==> src/rtl/laser_pkg.sv <==
// Shared constants, FSM encoding and result record for the LASER arbiter.
package laser_pkg;

    localparam int unsigned N_PTS_DEF = 40;
    localparam int unsigned COORD_W   = 4;
    localparam int unsigned PT_W      = 2 * COORD_W;

    typedef enum logic [2:0] {
        IDLE      = 3'd0,
        LOAD      = 3'd1,
        STREAM    = 3'd2,
        WAIT_DONE = 3'd3,
        RESP      = 3'd4
    } laser_state_t;

    typedef struct packed {
        logic [COORD_W-1:0] c1x;
        logic [COORD_W-1:0] c1y;
        logic [COORD_W-1:0] c2x;
        logic [COORD_W-1:0] c2y;
        logic               err;
    } laser_res_t;

    // Buffer word layout: Y in the upper half, X in the lower half.
    function automatic logic [PT_W-1:0] pack_pt(input logic [COORD_W-1:0] x,
                                                input logic [COORD_W-1:0] y);
        return {y, x};
    endfunction

endpackage

==> src/rtl/laser_pt_buf.sv <==
// Frame point buffer: one write port, one registered read port holding its value when idle.
module laser_pt_buf
    import laser_pkg::*;
#(
    parameter int unsigned DEPTH = N_PTS_DEF,
    parameter int unsigned AW    = (DEPTH > 1) ? $clog2(DEPTH) : 1
) (
    input  logic            CLK,
    input  logic            RST,
    input  logic            wr_en,
    input  logic [AW-1:0]   wr_addr,
    input  logic [PT_W-1:0] wr_data,
    input  logic            rd_en,
    input  logic [AW-1:0]   rd_addr,
    output logic [PT_W-1:0] rd_data
);

    logic [PT_W-1:0] mem [DEPTH];

    // Point storage; contents survive reset.
    always_ff @(posedge CLK) begin
        if (wr_en) begin
            mem[wr_addr] <= wr_data;
        end
    end

    // Registered read data; this register drives the engine point bus directly.
    always_ff @(posedge CLK or posedge RST) begin
        if (RST) begin
            rd_data <= '0;
        end else if (rd_en) begin
            rd_data <= mem[rd_addr];
        end
    end

endmodule

==> src/rtl/laser_arb.sv <==
// Round-robin front end sharing one LASER engine between two point-set requesters.
module laser_arb
    import laser_pkg::*;
#(
    parameter int unsigned N_PTS   = N_PTS_DEF,
    parameter int unsigned TIMEOUT = 65535
) (
    input  logic         CLK,
    input  logic         RST,
    input  logic [1:0]   IN_VALID,
    output logic [1:0]   IN_READY,
    input  logic [7:0]   IN_X,
    input  logic [7:0]   IN_Y,
    output logic         ENG_RST,
    output logic [3:0]   ENG_X,
    output logic [3:0]   ENG_Y,
    input  logic         ENG_DONE,
    input  logic [3:0]   ENG_C1X,
    input  logic [3:0]   ENG_C1Y,
    input  logic [3:0]   ENG_C2X,
    input  logic [3:0]   ENG_C2Y,
    output logic         RES_VALID,
    input  logic         RES_READY,
    output logic         RES_ID,
    output logic [3:0]   RES_C1X,
    output logic [3:0]   RES_C1Y,
    output logic [3:0]   RES_C2X,
    output logic [3:0]   RES_C2Y,
    output logic         RES_ERR,
    output logic         BUSY
);

    localparam int unsigned CNT_W = (N_PTS > 1) ? $clog2(N_PTS) : 1;
    localparam int unsigned WD_W  = 16;
    localparam logic [CNT_W-1:0] LAST_PT = CNT_W'(N_PTS - 1);
    localparam logic [WD_W-1:0]  WD_LAST = WD_W'(TIMEOUT - 1);

    laser_state_t     state_q, state_d;
    logic             gnt_q, gnt_d;
    logic             rr_q, rr_d;
    logic [CNT_W-1:0] cnt_q, cnt_d;
    logic [WD_W-1:0]  wd_q, wd_d;
    laser_res_t       res_q, res_d;
    logic             res_valid_q, res_valid_d;
    logic             res_id_q, res_id_d;
    logic             eng_rst_q, eng_rst_d;
    logic             busy_q, busy_d;

    logic             beat;
    logic [PT_W-1:0]  wr_data;
    logic             rd_en;
    logic [CNT_W-1:0] rd_addr;
    logic [PT_W-1:0]  rd_data;

    // Only the granted requester is offered a ready, and only while loading.
    assign IN_READY = (state_q == LOAD) ? (gnt_q ? 2'b10 : 2'b01) : 2'b00;
    assign beat     = (state_q == LOAD) && (gnt_q ? IN_VALID[1] : IN_VALID[0]);
    assign wr_data  = gnt_q ? pack_pt(IN_X[7:4], IN_Y[7:4])
                            : pack_pt(IN_X[3:0], IN_Y[3:0]);

    laser_pt_buf #(
        .DEPTH (N_PTS),
        .AW    (CNT_W)
    ) u_buf (
        .CLK     (CLK),
        .RST     (RST),
        .wr_en   (beat),
        .wr_addr (cnt_q),
        .wr_data (wr_data),
        .rd_en   (rd_en),
        .rd_addr (rd_addr),
        .rd_data (rd_data)
    );

    // State and datapath registers.
    always_ff @(posedge CLK or posedge RST) begin
        if (RST) begin
            state_q     <= IDLE;
            gnt_q       <= 1'b0;
            rr_q        <= 1'b0;
            cnt_q       <= '0;
            wd_q        <= '0;
            res_q       <= '0;
            res_valid_q <= 1'b0;
            res_id_q    <= 1'b0;
            eng_rst_q   <= 1'b1;
            busy_q      <= 1'b0;
        end else begin
            state_q     <= state_d;
            gnt_q       <= gnt_d;
            rr_q        <= rr_d;
            cnt_q       <= cnt_d;
            wd_q        <= wd_d;
            res_q       <= res_d;
            res_valid_q <= res_valid_d;
            res_id_q    <= res_id_d;
            eng_rst_q   <= eng_rst_d;
            busy_q      <= busy_d;
        end
    end

    // Next-state, buffer read control and next register values.
    // The read register is one cycle ahead of STREAM so point k is on the bus in stream cycle k.
    always_comb begin
        state_d     = state_q;
        gnt_d       = gnt_q;
        rr_d        = rr_q;
        cnt_d       = cnt_q;
        wd_d        = wd_q;
        res_d       = res_q;
        res_id_d    = res_id_q;
        rd_en       = 1'b0;
        rd_addr     = '0;
        eng_rst_d   = 1'b1;
        res_valid_d = 1'b0;
        busy_d      = 1'b0;

        unique case (state_q)
            IDLE: begin
                if (|IN_VALID) begin
                    gnt_d   = IN_VALID[rr_q] ? rr_q : ~rr_q;
                    cnt_d   = '0;
                    state_d = LOAD;
                end
            end
            LOAD: begin
                if (beat) begin
                    if (cnt_q == LAST_PT) begin
                        cnt_d   = '0;
                        rd_en   = 1'b1;
                        rd_addr = '0;
                        state_d = STREAM;
                    end else begin
                        cnt_d = cnt_q + 1'b1;
                    end
                end
            end
            STREAM: begin
                if (cnt_q == LAST_PT) begin
                    cnt_d   = '0;
                    wd_d    = '0;
                    state_d = WAIT_DONE;
                end else begin
                    cnt_d   = cnt_q + 1'b1;
                    rd_en   = 1'b1;
                    rd_addr = cnt_q + 1'b1;
                end
            end
            WAIT_DONE: begin
                if (ENG_DONE) begin
                    res_d    = '{c1x: ENG_C1X, c1y: ENG_C1Y, c2x: ENG_C2X, c2y: ENG_C2Y, err: 1'b0};
                    res_id_d = gnt_q;
                    state_d  = RESP;
                end else if (wd_q == WD_LAST) begin
                    res_d     = '0;
                    res_d.err = 1'b1;
                    res_id_d  = gnt_q;
                    state_d   = RESP;
                end else begin
                    wd_d = wd_q + 1'b1;
                end
            end
            RESP: begin
                if (RES_READY) begin
                    rr_d    = ~gnt_q;
                    state_d = IDLE;
                end
            end
            default: begin
                state_d = IDLE;
            end
        endcase

        eng_rst_d   = !((state_d == STREAM) || (state_d == WAIT_DONE));
        res_valid_d = (state_d == RESP);
        busy_d      = (state_d != IDLE);
    end

    assign ENG_RST   = eng_rst_q;
    assign ENG_X     = rd_data[COORD_W-1:0];
    assign ENG_Y     = rd_data[PT_W-1:COORD_W];
    assign RES_VALID = res_valid_q;
    assign RES_ID    = res_id_q;
    assign RES_C1X   = res_q.c1x;
    assign RES_C1Y   = res_q.c1y;
    assign RES_C2X   = res_q.c2x;
    assign RES_C2Y   = res_q.c2y;
    assign RES_ERR   = res_q.err;
    assign BUSY      = busy_q;

endmodule

==> config.mk <==
export PLATFORM = sky130hd
export DESIGN_NAME = laser_arb
export DESIGN_NICKNAME = d
export VERILOG_FILES = /design/src/rtl/laser_pkg.sv /design/src/rtl/laser_pt_buf.sv /design/src/rtl/laser_arb.sv
export SDC_FILE = /design/constraint.sdc
export NUM_CORES = 1
export LEC_CHECK = 0
export BUFFER_PORTS_ARGS = -buffer_cell sky130_fd_sc_hd__buf_2
export CORE_MARGIN = 2
export CORE_UTILIZATION = 40
export DETAILED_ROUTE_END_ITERATION = 8
export PLACE_DENSITY = 0.59
export SYNTH_ARGS = -nofsm -noshare
export SYNTH_HDL_FRONTEND = slang
export SYNTH_SLANG_ARGS = --single-unit
==> constraint.sdc <==
create_clock -name CLK -period 2.8 [get_ports CLK]
set_clock_uncertainty 0.15 [all_clocks]
set_input_delay 0.56 -clock CLK [delete_from_list [all_inputs] [get_ports CLK]]
set_output_delay 0.56 -clock CLK [all_outputs]
set_load 0.02 [all_outputs]
==> results_dict.tcl, run 1 <==
set metrics [dict create \
    synth_nets 1236 \
    final_cell_mix "edfxtp_1, nand2_1, buf_4, nand3_1, nor2_1" \
    ant_nets 0 \
    route.vias.total 10350 \
    fillCellCount 3443 \
    cp.arrival_ns 3.10 \
    dp_hpwl_um 26200 \
    antenna_found_initial 0 \
    avgSynthCellArea_sq_um 13.06 \
    setup_violations 0 \
    async_flop_share_pct 14.89 \
    grt.overflow.total 0 \
    first_pass_iters 5 \
    numCtsBuffers 40 \
    tightest_slew_ns 0.8434 \
    postPlaceCellArea_sq_um 17230 \
    clk_transition_reported_paths_ns 0.06 \
    hold_buffers 0 \
    regArea_sq_um 11010 \
    holdWs_ns 0.08787 \
    diodes 0 \
    die_h_um 201.5 \
    wl_per_cell_um 21.60 \
    portBuffers 68 \
    core_area_sq_um 38560 \
    path_class "flop to flop" \
    drc 0 \
    synth_ff_type "edfxtp_1" \
    synth_enable_flop_cells 320 \
    leakage_nw 6.949 \
    cts.sinks 376 \
    wl_um 41030 \
    min_period_ns 2.770 \
    maxSlewHeadroom_pct 43.77 \
    htreeDepth 2 \
    drive_gt1_share_pct 20.84 \
    cp_max_fo 38 \
    ys_ff_latch 376 \
    grt_max_degree 57 \
    fmax_ghz 0.3610 \
    nNetsFinal 1392 \
    area_growth_syn_to_layout_pct 19.80 \
    crit_required_ns 3.13 \
    insertion_delay_ns 0.54 \
    period_share_pct 98.92 \
    fp.dieW_um 201.5 \
    ir_drop_mv 0.4032 \
    rsz0062_at_grt "yes" \
    gp_congestion 0.8953 \
    finalMaxSlewViolations 0 \
    syn_inst 1195 \
    multi_input_area_sq_um 4263 \
    core.rowCount 72 \
    ys_types 63 \
    hold_violations 0 \
    root_buffer "clkbuf_16" \
    status "finished clean" \
    drt_iter0_markers 949 \
    drv_cap 0 \
    vias_per_cell 5.446 \
    yosys_warnings 0 \
    clk_path_buf_depth 3 \
    ioPinCount 69 \
    ys_seq_area_share_pct 70.57 \
    hp-class "primary input to async pin" \
    grt_usage_pct 20.39 \
    layout_commonest_cell "edfxtp_1" \
    p_per_area_nw_per_um2 750.2 \
    design_area_sq_um 18690 \
    start_util_pct 40.47 \
    cts_tree "built" \
    cp-start-kind "flop" \
    grt_pass1_wl_um 62960 \
    grt_pass1_vias 10180 \
    synth_area_sq_um 15600 \
    die_area_sq_um 40610 \
    cp-end-kind "flop" \
]
-- area by class of cell --
type | instances | area share (%)
Clock inverter | 19 | 0.6961
Multi-Input combinational cell | 741 | 22.80
Clock buffer | 54 | 6.184
Sequential cell | 376 | 58.90
Tap cell | 518 | 3.467
Inverter | 5 | 0.1004
Timing Repair Buffer | 187 | 7.844
-- repair_timing --
action,4_1_cts,5_1_grt
gates resized for setup,6,7
cloned,1,0
buffers inserted,5,4
endpoints found under the hold margin,0,0
endpoints found under the setup margin,7,8
pin swaps,3,4
-- power by group --
group / leakage (nW) / switching (W) / internal [W]
clock network: 0.645 / 0.00214 / 0.00300
registers: 3.59 / 0.0000811 / 0.00656
logic: 2.71 / 0.00152 / 0.000734
-- routing by layer --
metal | global-route usage (%) | vias up | routed length [um] | part of all wire [%]
li1 | - | 4759 | - | -
met1 | 30.11 | 5104 | 18250 | 44
met2 | 31.58 | 424 | 18670 | 45
met3 | 3.515 | 61 | 3296 | 8.0
met4 | 4.806 | 0 | 822 | 2.0
met5 | 0 | - | 0 | 0
-- worst max-delay path: stages, from the launching register on --
cell      delay (ns)
dfrtp_1         0.41
or3b_1          0.52
a211oi_4        0.30
buf_12          0.29
mux2i_1         0.32
a22oi_1         0.14
o31ai_1         0.38
o32a_1          0.21
-- state kept, by name, summed over array words and instances (netlist names), 3 cells and up --
signal / count
u_buf.rd_data: 8
RES_C2Y: 4
cnt_q: 6
wd_q: 16
state_q: 3
RES_C1Y: 4
RES_C1X: 4
u_buf.mem: 320
RES_C2X: 4
-- logic make-up after synthesis --
logic type | synth area share (%)
adders and majority gates | 0.2406
muxes | 3.801
and+or+nand+nor | 13.86
buffers and inverters | 2.590
xor gates and xnor gates | 0.7296
DFF | 70.57
AOI/OAI and AO/OA | 8.218
-- final timing paths --
path	cells after the start	end	startpoint	slack (ns)
max reg2reg	7	u_buf.rd_data[3]$_DFFE_PP0P_	state_q[0]$_DFF_PP0_	0.03
min	3	u_buf.rd_data[3]$_DFFE_PP0P_	RST	0.09
min in group CLK	2	RES_C1X[1]$_DFFE_PP0P_	ENG_C1X[1]	0.09
min reg2reg	2	rr_q$_DFFE_PP0P_	rr_q$_DFFE_PP0P_	0.34
max	7	u_buf.rd_data[3]$_DFFE_PP0P_	state_q[0]$_DFF_PP0_	0.03
max in group asynchronous	3	gnt_q$_DFFE_PP0P_	RST	1.89
-- stage by stage --
step	setup slack (ns)	cells	power (W)	setup TNS [ns]	utilization (%)
floorplan	0.1878	1195	0.007973	0	-
global placement	-0.1536	1817	0.008905	-0.4455	44.69
detailed placement	-0.2189	1817	0.008946	-0.7786	44.69
CTS	0.008484	1896	0.01407	0	48.29
global route	-0.04110	1900	0.01454	-0.06480	48.48
finish	0.03027	1900	0.01402	0	48.48
-- synth_stat cells, drive strengths merged (2+ instances only) --
cell | count | share of area [%]
mux2 | 10 | 0.72
a22oi | 5 | 0.24
or3 | 8 | 0.32
o32a | 9 | 0.58
o211ai | 3 | 0.23
nand3 | 92 | 3.0
nor3 | 9 | 0.29
and4 | 2 | 0.11
and3 | 2 | 0.080
a22o | 19 | 1.1
nand2b | 4 | 0.16
o31ai | 3 | 0.14
xor2 | 10 | 0.56
dfrtp | 55 | 8.8
inv | 5 | 0.12
nor2b | 4 | 0.16
a211oi | 2 | 0.13
o21ai | 20 | 0.64
and2 | 10 | 0.40
a41oi | 2 | 0.11
nand2 | 238 | 5.7
a21o | 2 | 0.096
clkbuf | 28 | 0.69
a32oi | 11 | 0.62
nor2 | 90 | 2.2
or3b | 3 | 0.18
nor3b | 2 | 0.20
a31oi | 12 | 0.48
mux4 | 8 | 1.2
nand4 | 17 | 0.68
edfxtp | 320 | 62
buf | 45 | 1.8
nand3b | 4 | 0.19
o21a | 2 | 0.096
ha | 3 | 0.24
xnor2 | 3 | 0.17
a21oi | 76 | 2.5
mux2i | 30 | 1.9
a221o | 15 | 0.96
(Power assumes the default switching activity.)
==> inputs of run 2 (changes only) <==
- REMOVE_ABC_BUFFERS: default -> 1
- SYNTH_HIERARCHICAL: default -> 1
==> results_dict.tcl, run 2 <==
set metrics [dict create \
    ir_drop_mv 0.5334 \
    wl_per_cell_um 22.30 \
    rsz0062_at_grt "yes" \
    ys_types 61 \
    cp_max_fo 7 \
    period_share_pct 106.1 \
    ys_seq_area_share_pct 70.91 \
    grtUsageMet3_pct 4.172 \
    total_power_w 0.01381 \
    yosys_warnings 6 \
    crit_required_ns 3.09 \
    reg2reg_depth 14 \
    cp.arrival_ns 3.27 \
    first_pass_iters 5 \
    fmax_ghz 0.3365 \
    largest_register_ffs 320 \
    netlist_top_cells_count "edfxtp_1, mux2i_1, dfrtp_1" \
    syn_inst 948 \
    tightest_slew_ns 0.8861 \
    numCtsBuffers 40 \
    cts.sinks 376 \
    fin_util_pct 50.55 \
    area_growth_syn_to_layout_pct 25.22 \
    fin_ws_ns -0.1721 \
    violations "setup timing" \
    avgSynthCellArea_sq_um 16.38 \
    top_register "u_buf/mem" \
    drt_iter0_markers 798 \
    cp-end-kind "flop" \
    clkPwrFrac_pct 36.4 \
    core.rowCount 72 \
    drive_gt1_share_pct 33.53 \
    grt_pass1_vias 9337 \
    min_period_ns 2.972 \
    core_area_sq_um 38470 \
    die_area_sq_um 40420 \
    netSwitchingFraction_pct 25.23 \
    htreeDepth 2 \
    synth_top_cell_by_area "edfxtp_1" \
    synth_enable_flop_cells 320 \
    grt_pass1_wl_um 57700 \
    root_buffer "clkbuf_16" \
    met2_usage_pct 30.17 \
    path_class "flop to flop" \
    antenna_found_initial 0 \
    start_util_pct 40.37 \
    status "finished with violations" \
    insertion_delay_ns 0.53 \
    fp.dieW_um 201.0 \
    layout_commonest_cell "edfxtp_1" \
    finalMaxSlewViolations 0 \
    drv_cap 0 \
    ys_top_cells_by_area "edfxtp_1, dfrtp_1, mux2i_1" \
    route.vias.total 9419 \
    drc 0 \
    maxSlewHeadroom_pct 40.93 \
    rrSetupSlack_ns -0.17 \
    ioPinCount 69 \
    ant_nets 0 \
    synth.most_common_cell "edfxtp_1" \
    ys_ff_latch 376 \
    wl_um 38380 \
    comb_power_share_pct 13.8 \
    setup_violations 8 \
    cp-start-kind "flop" \
    vias_per_cell 5.473 \
    portBuffers 68 \
    clk_transition_reported_paths_ns 0.06 \
    synth.top_cell.area_share_pct 61.88 \
    dp_hpwl_um 24550 \
    nNetsFinal 1215 \
    setup_tns_ns -1.064 \
    clk_path_buf_depth 3 \
    gp_congestion 0.7980 \
    synth_area_sq_um 15530 \
    cts_tree "built" \
    grt.overflow.total 0 \
    p_per_area_nw_per_um2 710.1 \
    hp-class "primary input to flop" \
    grt_usage_pct 18.95 \
    synth_ff_type "edfxtp_1" \
    largestRegisters "u_buf/mem x320, wd_q x16, u_buf/rd_data x8" \
    final_cell_mix "edfxtp_1, buf_4, mux2i_1, buf_2, dfrtp_1" \
    die_h_um 201.0 \
    whs_path_depth 2 \
    seqPwrFrac_pct 49.8 \
    p_sw_w 0.003484 \
    hold_violations 0 \
    leakage_nw 6.619 \
    async_flop_share_pct 14.89 \
    grt_max_degree 41 \
    busiest_layer "met2" \
    grtUsageMet1_pct 26.17 \
    intPower_w 0.01032 \
    holdWs_ns 0.1071 \
]
-- run 2: cell types whose count changed in the layout (fill, tap and decap cells not counted), sizes merged, moves of 24 or more --
cell	previous run	this run
nand3	92	18
nor2	90	53
mux2i	30	107
nand2	238	28
a22oi	5	48
buf	186	239
a21oi	76	38
mux4	8	32
-- run 2: cells by family after synthesis --
group	share of synthesized area (%)
AND/OR/NAND/NOR	6.631
adder cells (fa/ha/maj)	0.2417
AO/OA/AOI/OAI	7.412
multiplexers	12.19
buffers and inverters	2.393
XOR/XNOR	0.2256
flip-flops	70.91
-- run 2: area by class of cell --
class | count | area, sq um
Clock buffer | 58 | 1121
Sequential cell | 376 | 11010
Inverter | 12 | 45.04
Tap cell | 518 | 648.1
Timing Repair Buffer | 240 | 1993
Antenna cell | 1 | 2.502
Multi-Input combinational cell | 504 | 4507
Fill cell | 3230 | 19020
Clock inverter | 12 | 117.6
-- run 2: final timing paths --
check / from / end
min in group asynchronous: RST / RES_C2Y[1]$_DFFE_PP0P_
min: ENG_C1X[3] / RES_C1X[3]$_DFFE_PP0P_
max in group asynchronous: RST / ENG_RST$_DFF_PP1_
max reg2reg: cnt_q[0]$_DFFE_PP0P_ / u_buf/rd_data[4]$_DFFE_PP0P_
min reg2reg: rr_q$_DFFE_PP0P_ / rr_q$_DFFE_PP0P_
max: cnt_q[0]$_DFFE_PP0P_ / u_buf/rd_data[4]$_DFFE_PP0P_
-- run 2: stage by stage --
stage	instances	instance area [sq um]	setup WS, ns
after detailed placement	1614	17420	-0.5030
after global routing	1720	19440	-0.2562
after CTS	1702	19160	-0.1877
after floorplan	892	15200	-8.482
after global placement	1614	17420	-0.4783
final	1721	19450	-0.1721
-- run 2: power by group through the flow --
stage	clock [W]	sequential (W)	combinational (W)
after floorplan	0	0.00710	0.000777
after global placement	0	0.00698	0.00177
after detailed placement	0	0.00699	0.00182
after CTS	0.00512	0.00688	0.00186
after global routing	0.00535	0.00690	0.00205
final	0.00503	0.00688	0.00190
-- run 2: timing repair --
action / CTS / global route
setup buffers: 15 / 21
setup endpoints to repair: 8 / 145
hold buffers: 1 / 0
endpoints found under the hold margin: 25 / 0
pin swaps: 27 / 37
gates cloned: 2 / 0
gates resized for setup: 67 / 38
-- run 2: per-layer routing --
metal  up-vias  share of wire, %
met3        66               7.7
li1       4234                 -
met2       362                47
met4         2               2.4
met1      4755                43
met5         -              0.14
-- run 2: critical path, cell delays in order (launching register included) --
cell and delay [ns]:
dfrtp_1 0.35, ha_2 0.19, and4bb_2 0.25, nand2_2 0.06, nand2_2 0.10, nor2_4 0.05
buf_8 0.13, buf_16 0.13, buf_12 0.13, buf_6 0.12, mux2i_4 0.18, a22oi_2 0.26
a21oi_2 0.11, or4_4 0.52, o221ai_2 0.16
==> inputs of run 3 (changes only) <==
- CORE_UTILIZATION: 40 -> 55
- PLACE_DENSITY: 0.59 -> 0.76
==> results_dict.tcl, run 3 (synthesized netlist as in run 2, its figures left out) <==
set metrics [dict create \
    period_share_pct 103.6 \
    antenna_found_initial 0 \
    clk_transition_reported_paths_ns 0.07 \
    top_register "u_buf/mem" \
    grt_max_degree 41 \
    grt.overflow.total 0 \
    numCtsBuffers 37 \
    htreeDepth 2 \
    reg2reg_depth 11 \
    cp_cell_sequence "ha_2 > and4bb_2 > nand2_2 > nand2_2 > nor2_4 > buf_12 > buf_4 > mux4_2 > a2111oi_2 > buf_4 > o221ai_2" \
    hold_start "RES_READY" \
    pre_cts_ws_ns -0.3346 \
    p_per_area_nw_per_um2 711.3 \
    diodes 0 \
    route.vias.total 9446 \
    cp.arrival_ns 3.13 \
    min_period_ns 2.900 \
    holdWs_ns 0.1073 \
    drt_iter0_markers 1163 \
    fmax_ghz 0.3448 \
    ioPinCount 69 \
    setup_violations 8 \
    core_area_sq_um 27780 \
    insertion_delay_ns 0.51 \
    final_cell_mix "edfxtp_1, buf_4, mux2i_1, buf_2, dfrtp_1" \
    hp-class "primary input to flop" \
    area_growth_syn_to_layout_pct 21.55 \
    nNetsFinal 1183 \
    first_pass_iters 5 \
    layout_commonest_cell "edfxtp_1" \
    fin_ws_ns -0.1005 \
    path_buf_inv 3 \
    postPlaceCellArea_sq_um 17100 \
    largestRegisters "u_buf/mem x320, wd_q x16, u_buf/rd_data x8" \
    ir_drop_mv 0.6717 \
    fillCellCount 1815 \
    grt_pass1_wl_um 55460 \
    drive_gt1_share_pct 32.68 \
    startpoint "cnt_q[1]$_DFFE_PP0P_" \
    design_area_sq_um 18880 \
    cts_tree "built" \
    reg2reg_to "u_buf/rd_data[1]$_DFFE_PP0P_" \
    die_h_um 172.0 \
    clk_path_buf_depth 3 \
    vias_per_cell 6.106 \
    setup_tns_ns -0.6097 \
    r2r_start "cnt_q[1]$_DFFE_PP0P_" \
    tightest_slew_ns 0.9279 \
    rrSetupSlack_ns -0.10 \
    portBuffers 68 \
    cp-start-kind "flop" \
    wl_per_cell_um 23.84 \
    violations "setup timing" \
    root_buffer "clkbuf_16" \
    fp.dieW_um 172.0 \
    path_class "flop to flop" \
    whs_path_depth 2 \
    gp_congestion 0.8313 \
    cp_max_fo 16 \
    dp_hpwl_um 22770 \
    crit_required_ns 3.03 \
    ant_nets 0 \
    core.rowCount 61 \
    leakage_nw 6.411 \
    cp-end-kind "flop" \
    wl_um 36880 \
    maxSlewHeadroom_pct 38.14 \
    hold_violations 0 \
    die_area_sq_um 29600 \
    cts.sinks 376 \
    cp_top_family "simple AND/OR/NAND/NOR gates" \
    grt_pass1_vias 9477 \
    drc 0 \
    status "finished with violations" \
    slowest_delay_ns 0.52 \
    cpMaxStageDelayCell "mux4_2" \
    rsz0062_at_grt "yes" \
    largest_register_ffs 320 \
    finalMaxSlewViolations 0 \
    grt_usage_pct 25.24 \
    start_util_pct 55.90 \
    drv_cap 0 \
    worstHoldEndpoint "BUSY$_DFF_PP0_" \
]
## run 3: cell types whose count changed in the layout (fill, tap and decap cells not counted), sizes merged
cell      change
inv           +3
clkinv        -2
diode         -1
clkinvlp      +1
buf          -31
clkbuf        -4
## run 3: cell type report
cell class	count	area [sq um]	share of cell area (%)
Multi-Input combinational cell	504	4478	23.72
Sequential cell	376	11010	58.33
Timing Repair Buffer	211	1728	9.154
Clock buffer	52	1012	5.362
Inverter	12	45.04	0.2386
Tap cell	378	473.0	2.505
Clock inverter	14	128.9	0.6827
## run 3: worst max-delay path by stage
| stage | endpoint | slack, ns | depth (start not counted) |
|---|---|---|---|
| after floorplan | u_buf/rd_data[0]$_DFFE_PP0P_ | -8.48 | 9 |
| after global placement | u_buf/rd_data[6]$_DFFE_PP0P_ | -0.28 | 12 |
| after detailed placement | u_buf/rd_data[4]$_DFFE_PP0P_ | -0.33 | 13 |
| after CTS | u_buf/rd_data[2]$_DFFE_PP0P_ | -0.11 | 13 |
| after global routing | u_buf/rd_data[1]$_DFFE_PP0P_ | -0.20 | 11 |
| final | u_buf/rd_data[1]$_DFFE_PP0P_ | -0.10 | 11 |
## run 3: stage by stage
step | cells | power, W | util, %
after floorplan | 892 | 0.007872 | -
after global placement | 1459 | 0.008610 | 61.54
after detailed placement | 1459 | 0.008690 | 61.54
after CTS | 1536 | 0.01340 | 67.06
after global routing | 1547 | 0.01386 | 67.95
final | 1547 | 0.01343 | 67.95
## run 3: timing repair
item                                   in CTS  in global routing
pin swaps                                  27                 12
setup endpoints to repair                   8                187
hold buffers                                1                  0
setup buffers                               7                 10
endpoints found under the hold margin      20                  0
gates cloned                                3                  2
resized for setup                          59                 35
## run 3: power by group
| group | switching [W] | leakage, nW | internal (W) |
|---|---|---|---|
| sequential | 0.000139 | 3.58 | 0.00675 |
| clock | 0.00202 | 0.560 | 0.00272 |
| combinational | 0.00122 | 2.27 | 0.000577 |
## run 3: layer usage
metal / GRT usage (%) / part of all wire [%] / vias to the layer above
met5: 1.391 / 0 / -
met1: 34.28 / 40 / 4753
met4: 8.550 / 3.2 / 0
met2: 41.68 / 49 / 441
li1: - / - / 4169
met3: 4.349 / 8.2 / 83
